### src/rtl/pipe_stage_skid_pkg.sv
// pipe_stage_skid_pkg -- shared stage-register state encoding and per-stage payload layouts (rev 1.0)
`default_nettype none
package pipe_stage_skid_pkg;

  typedef enum logic [1:0] {
    ST_EMPTY = 2'd0,
    ST_BUSY  = 2'd1,
    ST_FULL  = 2'd2
  } state_e;

  // MEM->WB payload: {RF_LE, L, rd[4:0], alu[31:0], mem[31:0], pc8[31:0]}
  localparam int MEMWB_W        = 103;
  localparam int MEMWB_PC8_LSB  = 0;
  localparam int MEMWB_MEM_LSB  = 32;
  localparam int MEMWB_ALU_LSB  = 64;
  localparam int MEMWB_RD_LSB   = 96;
  localparam int MEMWB_L_BIT    = 101;
  localparam int MEMWB_RFLE_BIT = 102;

  function automatic logic [1:0] occ_of(state_e s);
    case (s)
      ST_BUSY: return 2'd1;
      ST_FULL: return 2'd2;
      default: return 2'd0;
    endcase
  endfunction

endpackage
`default_nettype wire

### src/rtl/pipe_stage_skid_if.sv
// pipe_stage_skid_if -- one valid/ready payload channel between pipeline stages (rev 1.0)
`default_nettype none
interface pipe_stage_skid_if
  import pipe_stage_skid_pkg::*;
#(
  parameter int DATA_W = MEMWB_W
);
  logic              valid;
  logic              ready;
  logic [DATA_W-1:0] data;

  modport master (output valid, output data, input ready);
  modport slave  (input valid, input data, output ready);
endinterface
`default_nettype wire

### src/rtl/pipe_stage_skid.sv
// pipe_stage_skid -- valid/ready pipeline stage register with flush and optional skid entry (rev 1.0)
`default_nettype none
module pipe_stage_skid
  import pipe_stage_skid_pkg::*;
#(
  parameter int              DATA_W  = MEMWB_W,
  parameter bit              SKID    = 1'b1,
  parameter logic [DATA_W-1:0] RST_VAL = '0
) (
  input  wire logic        clk,
  input  wire logic        reset,
  input  wire logic        flush,
  pipe_stage_skid_if.slave  s_in,
  pipe_stage_skid_if.master m_out,
  output logic [1:0]       occupancy
);

  state_e            r_state;
  state_e            w_state_nxt;
  logic [DATA_W-1:0] r_main;
  logic [DATA_W-1:0] r_skid;
  logic              w_in_ready;
  logic              w_out_valid;
  logic              w_in_fire;
  logic              w_out_fire;
  logic              w_load_main_in;
  logic              w_load_main_skid;
  logic              w_load_skid;

  assign w_out_valid = (r_state != ST_EMPTY);
  assign w_in_fire   = s_in.valid & w_in_ready;
  assign w_out_fire  = w_out_valid & m_out.ready;

  assign m_out.valid = w_out_valid;
  assign m_out.data  = r_main;
  assign s_in.ready  = w_in_ready;
  assign occupancy   = occ_of(r_state);

  always_comb begin
    w_state_nxt      = r_state;
    w_load_main_in   = 1'b0;
    w_load_main_skid = 1'b0;
    w_load_skid      = 1'b0;
    case (r_state)
      ST_EMPTY: begin
        if (w_in_fire) begin
          w_state_nxt    = ST_BUSY;
          w_load_main_in = 1'b1;
        end
      end
      ST_BUSY: begin
        if (w_in_fire && w_out_fire) begin
          w_load_main_in = 1'b1;
        end else if (w_in_fire && SKID) begin
          w_state_nxt = ST_FULL;
          w_load_skid = 1'b1;
        end else if (w_out_fire) begin
          w_state_nxt = ST_EMPTY;
        end
      end
      ST_FULL: begin
        if (w_out_fire) begin
          w_state_nxt      = ST_BUSY;
          w_load_main_skid = 1'b1;
        end
      end
      default: w_state_nxt = ST_EMPTY;
    endcase
    // Flush discards everything, including a beat accepted on this edge.
    if (flush) begin
      w_state_nxt      = ST_EMPTY;
      w_load_main_in   = 1'b0;
      w_load_main_skid = 1'b0;
      w_load_skid      = 1'b0;
    end
  end

  always_ff @(posedge clk or posedge reset) begin
    if (reset) begin
      r_state <= ST_EMPTY;
      r_main  <= RST_VAL;
      r_skid  <= RST_VAL;
    end else begin
      r_state <= w_state_nxt;
      if (w_load_main_in) begin
        r_main <= s_in.data;
      end else if (w_load_main_skid) begin
        r_main <= r_skid;
      end
      if (w_load_skid) begin
        r_skid <= s_in.data;
      end
    end
  end

  generate
    if (SKID) begin : g_skid
      logic r_in_ready;
      always_ff @(posedge clk or posedge reset) begin
        if (reset) begin
          r_in_ready <= 1'b0;
        end else begin
          r_in_ready <= (w_state_nxt != ST_FULL);
        end
      end
      assign w_in_ready = r_in_ready;
    end else begin : g_noskid
      assign w_in_ready = ~reset & (m_out.ready | ~w_out_valid);
    end
  endgenerate

`ifndef SYNTHESIS
  a_no_accept_full : assert property (@(posedge clk) disable iff (reset)
    (r_state == ST_FULL) |-> !w_in_fire);
  a_legal_state : assert property (@(posedge clk) disable iff (reset)
    r_state inside {ST_EMPTY, ST_BUSY, ST_FULL});
`endif

endmodule
`default_nettype wire

### src/flat_wrapper.sv
// flat-port wrapper written by rule: the top's interface ports become plain ports
module pipe_stage_skid_flat import pipe_stage_skid_pkg::*;
#(
  parameter int              DATA_W  = MEMWB_W,
  parameter bit              SKID    = 1'b1,
  parameter logic [DATA_W-1:0] RST_VAL = '0
)
  (clk, reset, flush, occupancy, s_in_valid, s_in_data, s_in_ready, m_out_valid, m_out_data, m_out_ready);
  pipe_stage_skid_if #(.DATA_W(DATA_W)) s_in_i ();
  pipe_stage_skid_if #(.DATA_W(DATA_W)) m_out_i ();
  input  wire logic clk;
  input  wire logic reset;
  input  wire logic flush;
  output logic [1:0] occupancy;
  input wire logic [$bits(s_in_i.valid)-1:0] s_in_valid;
  input wire logic [$bits(s_in_i.data)-1:0] s_in_data;
  output wire logic [$bits(s_in_i.ready)-1:0] s_in_ready;
  output wire logic [$bits(m_out_i.valid)-1:0] m_out_valid;
  output wire logic [$bits(m_out_i.data)-1:0] m_out_data;
  input wire logic [$bits(m_out_i.ready)-1:0] m_out_ready;
  assign s_in_i.valid = s_in_valid;
  assign s_in_i.data = s_in_data;
  assign s_in_ready = s_in_i.ready;
  assign m_out_valid = m_out_i.valid;
  assign m_out_data = m_out_i.data;
  assign m_out_i.ready = m_out_ready;
  pipe_stage_skid #(.DATA_W(DATA_W), .SKID(SKID), .RST_VAL(RST_VAL)) u_core (.clk(clk), .reset(reset), .flush(flush), .s_in(s_in_i), .m_out(m_out_i), .occupancy(occupancy));
endmodule
### config.mk
export PLATFORM = sky130hd
export DESIGN_NAME = pipe_stage_skid_flat
export DESIGN_NICKNAME = d
export VERILOG_FILES = /design/src/rtl/pipe_stage_skid_pkg.sv /design/src/rtl/pipe_stage_skid_if.sv /design/src/rtl/pipe_stage_skid.sv /design/src/flat_wrapper.sv
export SDC_FILE = /design/constraint.sdc
export NUM_CORES = 1
export LEC_CHECK = 0
export BUFFER_PORTS_ARGS = -buffer_cell sky130_fd_sc_hd__buf_4
export CAP_MARGIN = 20
export CORE_ASPECT_RATIO = 1.1
export CORE_MARGIN = 5
export CORE_UTILIZATION = 40
export DETAILED_ROUTE_END_ITERATION = 8
export PLACE_DENSITY = 0.65
export SETUP_SLACK_MARGIN = 0.02
export SLEW_MARGIN = 20
export SYNTH_ARGS = -nofsm -noshare
export SYNTH_HDL_FRONTEND = slang
export SYNTH_SLANG_ARGS = --single-unit
### constraint.sdc
create_clock -name clk -period 17.2 [get_ports clk]
set_input_delay 3.44 -clock clk [delete_from_list [all_inputs] [get_ports clk]]
set_output_delay 3.44 -clock clk [all_outputs]
set_load 0.005 [all_outputs]
==> results_dict.tcl, run 1 <==
set metrics [dict create \
    ys_ff_latch 209 \
    crit_fanout 68 \
    synth_edf_count 0 \
    post_cts_resized 0 \
    clock-root-buffer "clkbuf_16" \
    clk_pin_slew_ps 60 \
    syn-num-nets 792 \
    grt_pass1_wl_mm 30.9 \
    grt_pass1_vias 5788 \
    initial_core_util_pct 40.3 \
    fin_crit_sh_pct 30.5 \
    io_buffers 214 \
    rsz0062_at_grt "false" \
    die-area_um2 25200 \
    routed_wl_mm 19.0 \
    yosys-top-cells-area "dfrtp_1, mux2i_1, mux2_2, a21oi_1, mux2_1" \
    grt_remaining_overflow 0 \
    antenna_cells 0 \
    yosysMostFrequentCell "dfrtp_1" \
    setup_tns_ps 0 \
    clock-sinks 209 \
    finalSetupViolCount 0 \
    grt_usage_pct 14.9 \
    place.gp.congestion 0.755 \
    cts_setup_buffers 0 \
    clock_latency_ps 490 \
    routed-via-count 5701 \
    area_delta_synth_final_pct 27.0 \
    finalMaxSlewViolations 0 \
    final_layout_size_suffix_gt1_share_pct 36.3 \
    r2r-start "u_core.r_state[1]" \
    via_per_inst 4.77 \
    cellInternalPower_w 0.00105 \
    hp-start "u_core.r_skid[53]" \
    report.power.total_w 0.00140 \
    synth_top_area_share_pct 59.1 \
    dr.pass1.iters 4 \
    p_leak_nw 4.91 \
    max-slew-margin-rel_pct 34.6 \
    ys_top_cells_by_count "dfrtp_1, mux2i_1, nor2_1" \
    critPathKind "primary input to register" \
    fmax_ghz 0.191 \
    crit_path_start "s_in_valid" \
    drc 0 \
    synthDistinctLibCells 25 \
    powerDensity_nw_per_um2 125 \
    hold_path_class "register to register" \
    p_sw_w 0.000348 \
    avgSynthCellArea_um2 12.9 \
    drtIter0Drc 228 \
    p_seq_share_pct 48.2 \
    p_comb_share_pct 18.2 \
    setup_ws_ps 11950 \
    swShare_pct 24.8 \
    wire_per_inst_um 15.9 \
    die_width_um 152 \
    required_ps 17570 \
    endpoint_kind "register" \
    syn-instance-count 684 \
    synth_flop_cell "dfrtp_1" \
    power_frac_clock_pct 33.6 \
    finalHoldViolCount 0 \
    yosysSeqAreaShare_pct 59.1 \
    skew_ps 7.73 \
    hold_buffers 0 \
    vdd_drop_max_mv 0.0788 \
    rows 57 \
    critPathArrivalTime_ps 5620 \
    core_um2 22000 \
    drv_cap 0 \
    dieHeight_um 166 \
    hpwl_mm 12.4 \
    min_period_ps 5250 \
    cts_tree "yes" \
    worst_setup_path_start_kind "primary input" \
    synth-warning-count 0 \
    numCtsBuffers 22 \
    post-synth-top-area-cell "dfrtp_1" \
    tightest_slew_ps 982 \
    utilization_pct 51.1 \
    grt_max_degree 132 \
    num_io_pins 215 \
    antenna_left 0 \
    synth_area_um2 8840 \
    antenna_found_initial 0 \
    htree_levels 1 \
    final_nets 991 \
    status "finished, final reports clean" \
    async_reset_ff_share_pct 100 \
    pre_cts_ws_ps 11390 \
    cts_max_path_buffers 3 \
]
## area by class of cell
type	count	area [um^2]
fill	2007	10700
sequential	209	5230
multi-input combinational	427	3220
timing repair buffer	221	1660
clock buffer	33	673
tap	295	369
clock inverter	7	60.1
inverter	2	15.0
## through the flow
| stage | area [um^2] | hold WS (ps) | std cells |
|---|---|---|---|
| finish | 11200 | 484 | 1194 |
| global route | 11200 | 509 | 1194 |
| CTS | 11200 | 488 | 1194 |
| detailed placement | 10500 | 475 | 1154 |
| global placement | 10500 | 468 | 1154 |
| floorplan | 8840 | 458 | 684 |
## worst paths after layout
check	end	slack, ps	cells after the start
worst max-delay path	u_core.r_skid[91]	11950	6
worst min register to register	u_core.r_skid[53]	480	1
max in group asynchronous	u_core.r_skid[73]	12860	3
worst min-delay path	u_core.r_skid[53]	480	1
worst max register to register	u_core.r_skid[91]	14440	5
min in group asynchronous	u_core.r_skid[35]	3130	2
## layout by cell type (no fill, tap or decap), drive strengths merged
| master | count |
|---|---|
| clkbuf | 33 |
| clkinv | 6 |
| o21a | 1 |
| or4 | 1 |
| or3 | 1 |
| buf | 221 |
| or2 | 1 |
| nor2b | 2 |
| mux2 | 103 |
| o22a | 1 |
| nor2 | 104 |
| a31oi | 1 |
| mux2i | 104 |
| inv | 2 |
| nand2 | 2 |
| and3b | 1 |
| nor4b | 1 |
| dfrtp | 209 |
| a21oi | 103 |
| and2b | 1 |
| bufinv | 1 |
## power groups by stage
stage | sequential [W] | clock, W | combinational [W]
floorplan | 0.000674 | 0 | 0.000139
global placement | 0.000682 | 0 | 0.000254
detailed placement | 0.000685 | 0 | 0.000261
CTS | 0.000677 | 0.000489 | 0.000261
global route | 0.000693 | 0.000509 | 0.000286
finish | 0.000677 | 0.000471 | 0.000255
## registers in the layout, indices dropped and copies added, names as in the netlist
name,flops
u_core.m_out.data,103
u_core.r_skid,103
u_core.r_state,2
u_core.s_in.ready,1
## layer usage
metal,vias up,wire length [um],GRT usage (%)
met2,139,9170,24.3
met5,-,0,0
li1,2780,-,-
met1,2752,7930,19.7
met4,0,401,3.71
met3,30,1520,4.07
## kinds of logic after synthesis
| logic type | share of synthesized area, % |
|---|---|
| DFF | 59.1 |
| AOI/OAI and AO/OA | 6.08 |
| and+or+nand+nor | 5.38 |
| buffers and inverters | 4.53 |
| muxes | 24.9 |
## worst max-delay path: stages
cell and delay [ps]:
buf_4 90, nand2_2 90, nor4b_4 210, buf_4 460, buf_4 840, mux2_2 420
Note: power is estimated with default switching activity, not from simulation.
==> run 2, diff against run 1 <==
==> constraint.sdc (replaced) <==
create_clock -name clk -period 5.05 [get_ports clk]
set_input_delay 1.01 -clock clk [delete_from_list [all_inputs] [get_ports clk]]
set_output_delay 1.01 -clock clk [all_outputs]
set_load 0.005 [all_outputs]
==> run 2 against run 1 <==
Against the previous run:
- clock skew hardly changed
- sequential cell count did not move
- clock power increased to 3.4 times the previous value
- routed wire length grew 0.65%
- hold slack better by 0.79 ps
- global-route usage is 0.16 points higher
- worst setup slack lost 9300 ps
- total power grew to 3.4 times the previous value
- sequential power rose to 3.4 times the previous value
- register-to-register slack got worse by 12000 ps
- non-clock buffer count is the same
- sequential share of layout area decreased by 0.18 points
==> results_dict.tcl, run 2 (synthesis results as in run 1) <==
set metrics [dict create \
    critPathKind "register to output port" \
    clock-root-buffer "clkbuf_16" \
    routed-via-count 5686 \
    multi_input_area_um2 3220 \
    endpoint_kind "output port" \
    final_common_cell "buf_4" \
    grt_remaining_overflow 0 \
    numCtsBuffers 22 \
    initial_core_util_pct 40.3 \
    finalHoldViolCount 0 \
    clock_latency_ps 500 \
    antenna_cells 0 \
    crit_chain "or2_2 > buf_4" \
    fin_crit_sh_pct 47.0 \
    hold_buffers 0 \
    critPathArrivalTime_ps 1360 \
    hold_path_class "register to register" \
    die-area_um2 25200 \
    p_leak_nw 4.91 \
    skew_ps 7.79 \
    clock-sinks 209 \
    cts_setup_buffers 0 \
    vdd_drop_max_mv 0.273 \
    area_delta_synth_final_pct 27.5 \
    fillCellCount 2012 \
    clk_pin_slew_ps 60 \
    hpwl_mm 12.2 \
    grt_usage_pct 15.0 \
    post_cts_resized 0 \
    antenna_left 0 \
    required_ps 4040 \
    report.power.total_w 0.00478 \
    grt_pass1_vias 5897 \
    htree_levels 1 \
    slowest_delay_ps 440 \
    max-slew-margin-rel_pct 45.8 \
    drc 0 \
    crit_fanout 7 \
    routed_wl_mm 19.1 \
    antenna_found_initial 0 \
    tightest_slew_ps 812 \
    die_width_um 152 \
    num_io_pins 215 \
    rows 57 \
    dieHeight_um 166 \
    worst_setup_path_start_kind "register" \
    place.gp.congestion 0.718 \
    fmax_ghz 0.421 \
    wire_per_inst_um 16.1 \
    core_um2 22000 \
    grt_pass1_wl_mm 31.1 \
    hold_depth 1 \
    min_period_ps 2370 \
    dr.pass1.iters 4 \
    cp_slowest_cell "dfrtp_1" \
    drv_cap 0 \
    grt_max_degree 104 \
    via_per_inst 4.77 \
    layout_common_cells "buf_4, dfrtp_1, mux2i_1, nor2_1, a21oi_1" \
    cts_tree "yes" \
    rsz0062_at_grt "false" \
    setup_tns_ps 0 \
    final_nets 991 \
    finalMaxSlewViolations 0 \
    status "finished, final reports clean" \
    powerDensity_nw_per_um2 424 \
    final_layout_size_suffix_gt1_share_pct 35.9 \
    r2r_cells 5 \
    finalSetupViolCount 0 \
    drtIter0Drc 246 \
    io_buffers 214 \
    ff_latch_area_um2 5230 \
    cts_max_path_buffers 3 \
]
## run 2: worst paths after layout
| path | slack (ps) | end | startpoint |
|---|---|---|---|
| max in group asynchronous | 3400 | u_core.r_skid[91] | reset |
| hold reg to reg | 490 | u_core.r_skid[12] | u_core.r_skid[12] |
| min in group asynchronous | 670 | u_core.m_out.data[29] | reset |
| hold / removal | 490 | u_core.r_skid[12] | u_core.r_skid[12] |
| setup / recovery | 2680 | m_out_valid | u_core.r_state[1] |
| setup reg to reg | 2870 | u_core.m_out.data[28] | u_core.r_state[0] |
## run 2: cell type report
class / instances / share of cell area, %
Tap cell: 295 / 3.27
Inverter: 2 / 0.0999
Sequential cell: 209 / 46.4
Multi-Input combinational cell: 427 / 28.6
Timing Repair Buffer: 221 / 15.3
Clock inverter: 3 / 0.355
Clock buffer: 35 / 6.04
## run 2: layer usage
metal	up-vias	share of wire, %	GRT usage (%)	wire length [um]
li1	2774	-	-	-
met1	2724	42	19.3	8090
met2	155	48	25.0	9170
met3	33	7.6	4.23	1460
met4	0	2.2	3.95	421
met5	-	0	0	0
## run 2: critical path, delay by kind of cell (launching register included)
kind,cells,cell delay (ps)
buffers and inverters,1,140
flip-flops,1,440
AND/OR/NAND/NOR,1,300
## run 2: power by group
part	leakage (nW)	internal, W	switching, W
sequential	2.44	0.00209	0.000214
clock	0.356	0.000969	0.000639
combinational	2.12	0.000537	0.000333
total	4.91	0.00359	0.00119
## run 2: stage by stage
stage	worst slack [ps]	cell area (um^2)	cells	hold WS (ps)	utilization (%)
2_1_floorplan	1330	8850	684	458	-
3_3_place_gp	2260	10600	1154	468	48.0
3_5_place_dp	2250	10600	1154	476	48.0
4_1_cts	2660	11300	1192	489	51.3
5_1_grt	2610	11300	1192	496	51.3
6_report	2680	11300	1192	485	51.3
